### config.mk
export PLATFORM = sky130hd
export DESIGN_NAME = fetch_unit
export DESIGN_NICKNAME = d
export VERILOG_FILES = /design/src/rtl/y86_pkg.sv /design/src/rtl/instr_len_decode.sv /design/src/rtl/fetch_unit.sv
export SDC_FILE = /design/constraint.sdc
export NUM_CORES = 1
export LEC_CHECK = 0
export CORE_MARGIN = 2
export CORE_UTILIZATION = 35
export DETAILED_ROUTE_END_ITERATION = 16
export PLACE_DENSITY = 0.68
export SLEW_MARGIN = 20
export SYNTH_ARGS = -nofsm -noshare
export SYNTH_HDL_FRONTEND = slang
export SYNTH_SLANG_ARGS = --single-unit
### constraint.sdc
create_clock -name clk -period 4.11 [get_ports clk]
set_clock_uncertainty 0.1 [all_clocks]
set_input_delay 0.6165 -clock clk [delete_from_list [all_inputs] [get_ports clk]]
set_output_delay 0.6165 -clock clk [all_outputs]
set_load 0.02 [all_outputs]
### src/rtl/y86_pkg.sv
// Shared Y86-64 definitions: instruction codes, register "none" marker and the
// fetch state encoding used by the sequential and (future) pipelined fetch stages.
package y86_pkg;

    localparam logic [3:0] IHALT   = 4'h0;
    localparam logic [3:0] INOP    = 4'h1;
    localparam logic [3:0] IRRMOVQ = 4'h2;
    localparam logic [3:0] IIRMOVQ = 4'h3;
    localparam logic [3:0] IRMMOVQ = 4'h4;
    localparam logic [3:0] IMRMOVQ = 4'h5;
    localparam logic [3:0] IOPQ    = 4'h6;
    localparam logic [3:0] IJXX    = 4'h7;
    localparam logic [3:0] ICALL   = 4'h8;
    localparam logic [3:0] IRET    = 4'h9;
    localparam logic [3:0] IPUSHQ  = 4'hA;
    localparam logic [3:0] IPOPQ   = 4'hB;

    localparam logic [3:0] REG_NONE = 4'hF;

    typedef enum logic [1:0] {
        StIdle,
        StFetch,
        StDone
    } fetch_state_e;

endpackage

### src/rtl/instr_len_decode.sv
// Combinational Y86-64 first-byte decode: instruction length, which optional
// fields follow, where valC starts, and whether the icode/ifun pair is legal.
module instr_len_decode
    import y86_pkg::*;
(
    input  logic [3:0] i_icode,
    input  logic [3:0] i_ifun,
    output logic [3:0] o_length,
    output logic       o_need_regids,
    output logic       o_need_valc,
    output logic [3:0] o_valc_offset,
    output logic       o_legal
);

    always_comb begin
        o_length      = 4'd1;
        o_need_regids = 1'b0;
        o_need_valc   = 1'b0;
        o_valc_offset = 4'd0;
        o_legal       = 1'b0;
        case (i_icode)
            IHALT, INOP, IRET: begin
                o_legal = (i_ifun == 4'd0);
            end
            IRRMOVQ: begin
                o_length      = 4'd2;
                o_need_regids = 1'b1;
                o_legal       = (i_ifun <= 4'd6);
            end
            IIRMOVQ, IRMMOVQ, IMRMOVQ: begin
                o_length      = 4'd10;
                o_need_regids = 1'b1;
                o_need_valc   = 1'b1;
                o_valc_offset = 4'd2;
                o_legal       = (i_ifun == 4'd0);
            end
            IOPQ: begin
                o_length      = 4'd2;
                o_need_regids = 1'b1;
                o_legal       = (i_ifun <= 4'd3);
            end
            IJXX: begin
                o_length      = 4'd9;
                o_need_valc   = 1'b1;
                o_valc_offset = 4'd1;
                o_legal       = (i_ifun <= 4'd6);
            end
            ICALL: begin
                o_length      = 4'd9;
                o_need_valc   = 1'b1;
                o_valc_offset = 4'd1;
                o_legal       = (i_ifun == 4'd0);
            end
            IPUSHQ, IPOPQ: begin
                o_length      = 4'd2;
                o_need_regids = 1'b1;
                o_legal       = (i_ifun == 4'd0);
            end
            default: begin
                o_length = 4'd1;
                o_legal  = 1'b0;
            end
        endcase
    end

endmodule

### src/rtl/fetch_unit.sv
// Byte-serial Y86-64 fetch: reads one instruction byte per memory ack starting
// at PC, assembles icode/ifun/rA/rB/valC and reports valP and error status.
module fetch_unit
    import y86_pkg::*;
#(
    parameter int unsigned MAX_LEN = 10
) (
    input  logic        clk,
    input  logic        rst,
    input  logic        start,
    input  logic [63:0] PC,
    output logic        mem_req,
    output logic [63:0] mem_addr,
    input  logic        mem_ack,
    input  logic [7:0]  mem_rdata,
    input  logic        mem_err,
    output logic        busy,
    output logic        done,
    output logic [3:0]  icode,
    output logic [3:0]  ifun,
    output logic [3:0]  rA,
    output logic [3:0]  rB,
    output logic [63:0] valC,
    output logic [63:0] valP,
    output logic        instr_valid,
    output logic        imem_error
);

    localparam int unsigned CntW = $clog2(MAX_LEN + 1);

    fetch_state_e  r_state;
    fetch_state_e  w_state_nxt;

    logic [63:0]   r_pc;
    logic [CntW-1:0] r_count;
    logic [3:0]    r_icode;
    logic [3:0]    r_ifun;
    logic [3:0]    r_ra;
    logic [3:0]    r_rb;
    logic [63:0]   r_valc;
    logic [63:0]   r_valp;
    logic          r_instr_valid;
    logic          r_imem_error;

    logic [3:0]    w_dec_icode;
    logic [3:0]    w_dec_ifun;
    logic [3:0]    w_len;
    logic          w_need_regids;
    logic          w_need_valc;
    logic [3:0]    w_valc_off;
    logic          w_legal;

    logic          w_fetching;
    logic          w_accept;
    logic          w_err;
    logic          w_last;
    logic          w_in_valc;
    logic [2:0]    w_vbyte;
    logic [CntW-1:0] w_count_inc;

    // Byte 0 is decoded straight off the bus so a 1-byte instruction can finish on it.
    assign w_dec_icode = (r_count == '0) ? mem_rdata[7:4] : r_icode;
    assign w_dec_ifun  = (r_count == '0) ? mem_rdata[3:0] : r_ifun;

    instr_len_decode u_len_decode (
        .i_icode       (w_dec_icode),
        .i_ifun        (w_dec_ifun),
        .o_length      (w_len),
        .o_need_regids (w_need_regids),
        .o_need_valc   (w_need_valc),
        .o_valc_offset (w_valc_off),
        .o_legal       (w_legal)
    );

    assign w_fetching  = (r_state == StFetch);
    assign w_accept    = w_fetching && mem_ack && !mem_err;
    assign w_err       = w_fetching && mem_ack && mem_err;
    assign w_count_inc = r_count + CntW'(1);
    assign w_last      = w_accept && (w_count_inc == CntW'(w_len));
    assign w_in_valc   = w_need_valc && (r_count >= CntW'(w_valc_off));
    assign w_vbyte     = 3'(r_count - CntW'(w_valc_off));

    always_ff @(posedge clk) begin
        if (rst) begin
            r_state <= StIdle;
        end else begin
            r_state <= w_state_nxt;
        end
    end

    always_comb begin
        w_state_nxt = r_state;
        case (r_state)
            StIdle:  if (start) w_state_nxt = StFetch;
            StFetch: if (w_last || w_err) w_state_nxt = StDone;
            StDone:  w_state_nxt = StIdle;
            default: w_state_nxt = StIdle;
        endcase
    end

    always_ff @(posedge clk) begin
        if (rst) begin
            r_pc          <= '0;
            r_count       <= '0;
            r_icode       <= IHALT;
            r_ifun        <= 4'd0;
            r_ra          <= REG_NONE;
            r_rb          <= REG_NONE;
            r_valc        <= '0;
            r_valp        <= '0;
            r_instr_valid <= 1'b0;
            r_imem_error  <= 1'b0;
        end else if ((r_state == StIdle) && start) begin
            r_pc          <= PC;
            r_count       <= '0;
            r_icode       <= IHALT;
            r_ifun        <= 4'd0;
            r_ra          <= REG_NONE;
            r_rb          <= REG_NONE;
            r_valc        <= '0;
            r_valp        <= '0;
            r_instr_valid <= 1'b0;
            r_imem_error  <= 1'b0;
        end else if (w_err) begin
            // The faulting byte is not counted: valP reflects only accepted bytes.
            r_imem_error  <= 1'b1;
            r_instr_valid <= 1'b0;
            r_valp        <= r_pc + 64'(r_count);
        end else if (w_accept) begin
            r_count <= w_count_inc;
            if (r_count == '0) begin
                r_icode <= mem_rdata[7:4];
                r_ifun  <= mem_rdata[3:0];
            end
            if (w_need_regids && (r_count == CntW'(1))) begin
                r_ra <= mem_rdata[7:4];
                r_rb <= mem_rdata[3:0];
            end
            if (w_in_valc) begin
                r_valc[{w_vbyte, 3'b000} +: 8] <= mem_rdata;
            end
            if (w_last) begin
                r_valp        <= r_pc + 64'(w_count_inc);
                r_instr_valid <= w_legal;
            end
        end
    end

    assign mem_req     = w_fetching;
    assign mem_addr    = w_fetching ? (r_pc + 64'(r_count)) : 64'd0;
    assign busy        = (r_state != StIdle);
    assign done        = (r_state == StDone);
    assign icode       = r_icode;
    assign ifun        = r_ifun;
    assign rA          = r_ra;
    assign rB          = r_rb;
    assign valC        = r_valc;
    assign valP        = r_valp;
    assign instr_valid = r_instr_valid;
    assign imem_error  = r_imem_error;

endmodule

After elaboration in Yosys (flattened, before gate mapping):

Index checks and enable logic that the tools add are counted.

* bits in registers: 216
* input port bits: 77
* output and inout bits: 213
* logic and storage cells: 85

* $add $sub $neg: 5
* $lt $le $gt $ge: 3
* equality and inequality tests: 17
* shift operators: 2
* mux-type cells: 15
* bitwise gates (word level): 1
* reductions and logical operators: 31

Operators with widths (count)
* 64-bit two-way mux: 4
* 64-bit by 4-bit adder with 64-bit output: 2
* 64-bit bitwise mux: 1
* 8-bit by 8-bit variable shift with 64-bit output, first input constant: 1
* 8-bit by 8-bit variable part select with 64-bit output: 1
* 4-bit by 3-bit equality test with 1-bit output, second input constant: 4
* 4-bit equality test, second input constant: 4
* 4-bit zero test: 3
* 4-bit one-hot mux with 3 select lines: 1
* 9-bit OR reduction: 1
* 4-bit by 1-bit equality test with 1-bit output, second input constant: 2
* 4-bit by 2-bit equality test with 1-bit output, second input constant: 2
* 4-bit two-way mux: 2
* 6-bit negator with 8-bit output: 1
* 2-bit one-hot mux with 2 select lines: 2
* 2-bit AND reduction: 4
* 1-bit logical AND: 7
* 7-bit OR reduction: 1
* 3-bit AND reduction: 2
* 2-bit nonzero test: 3
* 2-bit OR reduction: 3
* 3-bit OR reduction: 2
* 5-bit OR reduction: 1
* 4-bit by 1-bit adder with 4-bit output, second input constant: 1
* other kinds (17): 19

Longest topological paths before layout:

* word-level depth: 10
* mapped depth: 20
* mapped depth without buffers: 17

Cells and area by module:

A second synthesis with hierarchy kept.

* cell total of the unflattened synthesis: 1330
* area, all modules: 11278.3 um^2

By module, submodules not included
* fetch_unit: instances 1, cells each 1301, area each 11089.4 um^2
* instr_len_decode: instances 1, cells each 29, area each 188.9 um^2

Worst setup path after synthesis:

OpenSTA, ideal clock, no wires.

* path type: register -> register
* from: register r_count[0]
* to: register r_valc[6] (netlist: valC[6])
* library setup time: 128 ps
* arrival: 4323 ps
* path slack: -441 ps
* stages on the path, launching flop included: 19
* buffers on the path: 2
* clock period less this slack: 4551 ps
* cell sequence: dfxtp_1 -> clkbuf_1 -> inv_1 -> ha_1 -> or3b_2 -> buf_2 -> nor3_1 -> nor2_1 -> o311ai_0 -> ha_1 -> inv_1 -> fa_1 -> inv_1 -> ha_1 -> ha_1 -> nand4b_1 -> nor4_4 -> mux2i_1 -> nor2_1

* cells in the longest elaborated chain, start to end: 9
* elaborated cells between the ends (all ways): 20
* those cells by class: add/sub: 2; order compare: 1; eq/ne: 5; shift: 2; mux: 4; reduce/logical: 6

RTL lines
* from (decl): RTL line fetch_unit.sv:35 `logic [CntW-1:0] r_count;`
* from (signal assigned): RTL line fetch_unit.sv:130 `r_count <= w_count_inc;`
* 4-bit zero test: RTL line fetch_unit.sv:62 `assign w_dec_icode = (r_count == '0) ? mem_rdata[7:4] : r_icode;`
* 4-bit two-way mux
* 4-bit by 2-bit equality test with 1-bit output, or another cell as far along: RTL line instr_len_decode.sv:21 `case (i_icode)`
* 3-bit OR reduction / 2-bit OR reduction (equally long branches)
* 2-bit one-hot mux with 2 select lines: RTL line instr_len_decode.sv:21
* 3-bit subtractor: RTL line fetch_unit.sv:81 `assign w_vbyte = 3'(r_count - CntW'(w_valc_off));`
* 6-bit negator with 8-bit output: RTL line fetch_unit.sv:140 `r_valc[{w_vbyte, 3'b000} +: 8] <= mem_rdata;`
* 8-bit by 8-bit variable part select with 64-bit output / 8-bit by 8-bit variable shift with 64-bit output (equally long branches): RTL line fetch_unit.sv:140
* 64-bit bitwise mux: RTL line fetch_unit.sv:140
* to (signal, indexed assignment): RTL line fetch_unit.sv:140
* to (decl): RTL line fetch_unit.sv:40 `logic [63:0] r_valc;`

Parallel ways exist; a longest one is shown, timed or not.
A chain may end at the register's enable or synchronous reset.

Worst setup path in the final report:

* from: register r_count[0]
* to: output mem_addr[20]

* cells in the longest elaborated chain, start to end: 2

RTL lines
* 64-bit by 4-bit adder with 64-bit output: RTL line fetch_unit.sv:150 `assign mem_addr = w_fetching ? (r_pc + 64'(r_count)) : 64'd0;`
* 64-bit two-way mux: RTL line fetch_unit.sv:150
* to (decl): RTL line fetch_unit.sv:13 `output logic [63:0] mem_addr,`

No other way between the ends.

==> qor.csv <==
stage;metric;value;unit
status;status;complete, no violations;
routing;ANT nets after route;0;
cts;TritonCTS clock tree;yes;
synth;post-synthesis cell area;11700;µm²
timing;max-slew violations;0;
power_and_ir_drop;Power Density;328;nW/µm²
synth;async set-reset flop share out of synthesis;0;%
global_routing;vias in the first global route;11400;
synth;syn_nets;1490;
floorplan;Initial Utilization;35.2;%
timing;Slew HR;41.4;%
cts;clk root buf;clkbuf_16;
synth;Ys Warns;0;
worst_setup_path;Slowest-stage cell, CP;clkdlybuf4s50_1;
worst_setup_path;Crit path buffers/inverters;2;
cts;clock buffer depth;3;
final_layout;area of the multi-input gates;7040;µm²
cts;Num CTS Buffers;24;
cts;Sink Count;216;
worst_setup_path;Worst Setup End Kind;output pin;
routing;routed length per instance;21.0;µm
worst_setup_path;Crit Path Class;reg2out;
global_routing;GR Util All Layers;24.5;%
routing;initial DRC count;1171;
timing;RSZ-0062 raised after global routing;true;
final_layout;sequential cell area;4330;µm²
worst_setup_path;Crit path max-delay family;buffers and inverters;
worst_setup_path;crit-path cells;buf_4, ha_1, fa_1, a21o_1, a21oi_2, or3_4, xor2_1, nor2_1, clkdlybuf4s50_1;
synth;ys flop type;dfxtp_1;
floorplan;die width;187;µm
worst_setup_path;Req. time, crit path;3.39;ns
timing;worst slew pin tran;0.872;ns
hold_path;Tightest Hold Check Type;reg2reg;
final_layout;Layout area overhead;40.6;%
timing;fmax;0.248;GHz
synth;Yosys cell types;73;
routing;vias;11900;
routing;DRC viols;0;
worst_setup_path;CP Launch Type;flop;
worst_setup_path;slowest stage delay, CP;0.61;ns
timing;Final min period;4.03;ns
floorplan;core area;33300;µm²
worst_setup_path;crit path max fanout;12;
synth;Seq cells post-synth;216;
global_routing;GR Overflow Total;0;
synth;sequential element share of the synthesized area;36.9;%
global_routing;largest net degree at the start of global routing;95;
cts;Reg clk slew, reported paths;0.06;ns
timing;Final WS setup;0.0786;ns
cts;H-tree levels;1;
final_layout;Final Net Count;1760;
placement;# port buffers;289;
timing;crit share post-route;98.1;%
floorplan;num rows;67;
global_routing;global-route wire length before repair;68500;µm
floorplan;DIE AREA;35000;µm²
timing;hold_ws;0.369;ns
global_routing;initial antenna violation count;2;
placement;pre-CTS setup slack;-0.149;ns
routing;drt pass-1 iters;7;
routing;Vias/cell;5.59;
floorplan;overall die height;187;µm
placement;Post-DP HPWL;32400;µm
timing;final setup vio count;0;
worst_setup_path;Critical Path AT;3.31;ns
placement;Routability Congestion;0.937;
run;max-cap violations;0;
synth;number of synthesized flops with an enable pin;0;
synth;cells after synthesis;1394;
final_layout;share of layout cells above drive strength 1;12.2;%
cts;# hold bufs at CTS;0;
power_and_ir_drop;leakage;6.41;nW
power_and_ir_drop;Peak VDD IR;251;µV
floorplan;io pins;290;
routing;final WL;44800;µm
timing;Final Hold Violating Endpoints;0;
final_layout;# fillers;3160;
cts;worst-skew pair later-pin latency;0.52;ns
synth;Avg Cell Area, Syn;8.41;µm²
[kinds of logic after synthesis]
| group | after synthesis | share of synthesized area, % |
|---|---|---|
| AOI/OAI and AO/OA | 270 | 16.4 |
| xor gates and xnor gates | 107 | 7.99 |
| adders and majority gates | 19 | 2.22 |
| buffers and inverters | 149 | 5.28 |
| DFF | 216 | 36.9 |
| muxes | 78 | 6.66 |
| and+or+nand+nor | 555 | 24.5 |
[registers in the layout, indices dropped and copies added, names as in the netlist, 2 cells and up]
register	flops
icode	4
r_count	4
r_state	2
rA	4
valP	64
valC	64
rB	4
r_pc	64
ifun	4
[cell usage in the layout (no fill, tap or decap), drive strengths merged, types with 5 or more instances in the layout]
cell type	Yosys	final
clkbuf	92	35
dfxtp	216	216
inv	14	13
or3	19	19
dlygate4sd2	0	19
nor2	167	167
nand4b	6	6
clkdlybuf4s50	0	243
nand4	44	44
dlymetal6s2s	0	25
ha	16	16
nor3	77	77
xnor2	65	65
buf	43	90
and3	17	17
a21o	7	7
a31oi	7	7
nor2b	10	10
o21a	6	6
o31ai	24	24
o211ai	10	10
a21oi	60	60
and4	12	12
nand2b	8	8
nand2	75	75
a22o	58	58
o21ai	31	31
nor4	21	21
xor2	42	42
mux2i	78	78
and2	19	19
nand3	54	54
a211oi	37	37
clkinv	0	5
[tightest hold or removal path, delay by kind of cell, from the launching register on]
kind	cells	cell delay, ns
DFF	1	0.32
and+or+nand+nor	2	0.11
[power breakdown]
part           switching (W)  internal (W)  leakage [nW]  total, W
Sequential          0.000116       0.00217          1.75   0.00229
Combinational       0.000487      0.000382          4.25  0.000869
Clock               0.000890       0.00137         0.401   0.00226
Total                0.00149       0.00392          6.41   0.00542
[cell type report]
type	instances	share of cell area (%)
flip-flops and latches	216	26.3
inverters	14	0.349
multi-input cells	1029	42.7
well taps	448	3.40
clock buffers	34	4.24
clock inverters	9	0.758
repair buffers	379	22.3
diodes	2	0.0303
[cells in the mapped netlist (all sizes together) (16+ instances only)]
master / number / area share, %
a22o: 58 / 4.3
and2: 19 / 1.0
nand2: 75 / 2.4
mux2i: 78 / 6.7
nand4: 44 / 2.5
nor3: 77 / 3.3
o21ai: 31 / 1.3
o31ai: 24 / 1.5
xnor2: 65 / 4.9
a21oi: 60 / 2.6
ha: 16 / 1.7
a211oi: 37 / 2.4
nand3: 54 / 2.3
or3: 19 / 1.0
nor4: 21 / 1.4
xor2: 42 / 3.1
buf: 43 / 1.9
clkbuf: 92 / 3.0
dfxtp: 216 / 37
nor2: 167 / 5.3
and3: 17 / 0.92
[through the flow]
step	TNS (ns)	power (W)	cells	utilization, %	instance area [µm²]
6_report	0	0.00542	2131	49.6	16500
5_1_grt	-0.790	0.00559	2131	49.6	16500
4_1_cts	0	0.00545	2127	49.0	16300
3_5_place_dp	-1.21	0.00319	2083	46.4	15500
3_3_place_gp	-0.394	0.00318	2083	46.4	15500
2_1_floorplan	-2.93	0.00279	1394	-	11800
[path summary, 6_finish.rpt]
kind,from,end,slack [ns],depth (start not counted)
max,r_count[0],mem_addr[20],0.08,9
min reg2reg,imem_error,imem_error,0.37,2
max reg2reg,r_count[0],valC[3],0.09,17
min,imem_error,imem_error,0.37,2
[routing by layer]
layer	vias to the layer above	track usage, %	wire length (µm)
li1	5546	-	-
met1	5670	32.6	19000
met2	598	39.5	20300
met3	103	4.30	3530
met4	0	9.80	1870
met5	-	0	0
[repair_timing]
action / in CTS / in global routing
hold endpoints to repair: 0 / 0
pin swaps: 2 / 7
setup endpoints to repair: 44 / 74
resized for setup: 32 / 54
setup buffers: 1 / 2
No activity file was read; power rests on OpenSTA's default activity.
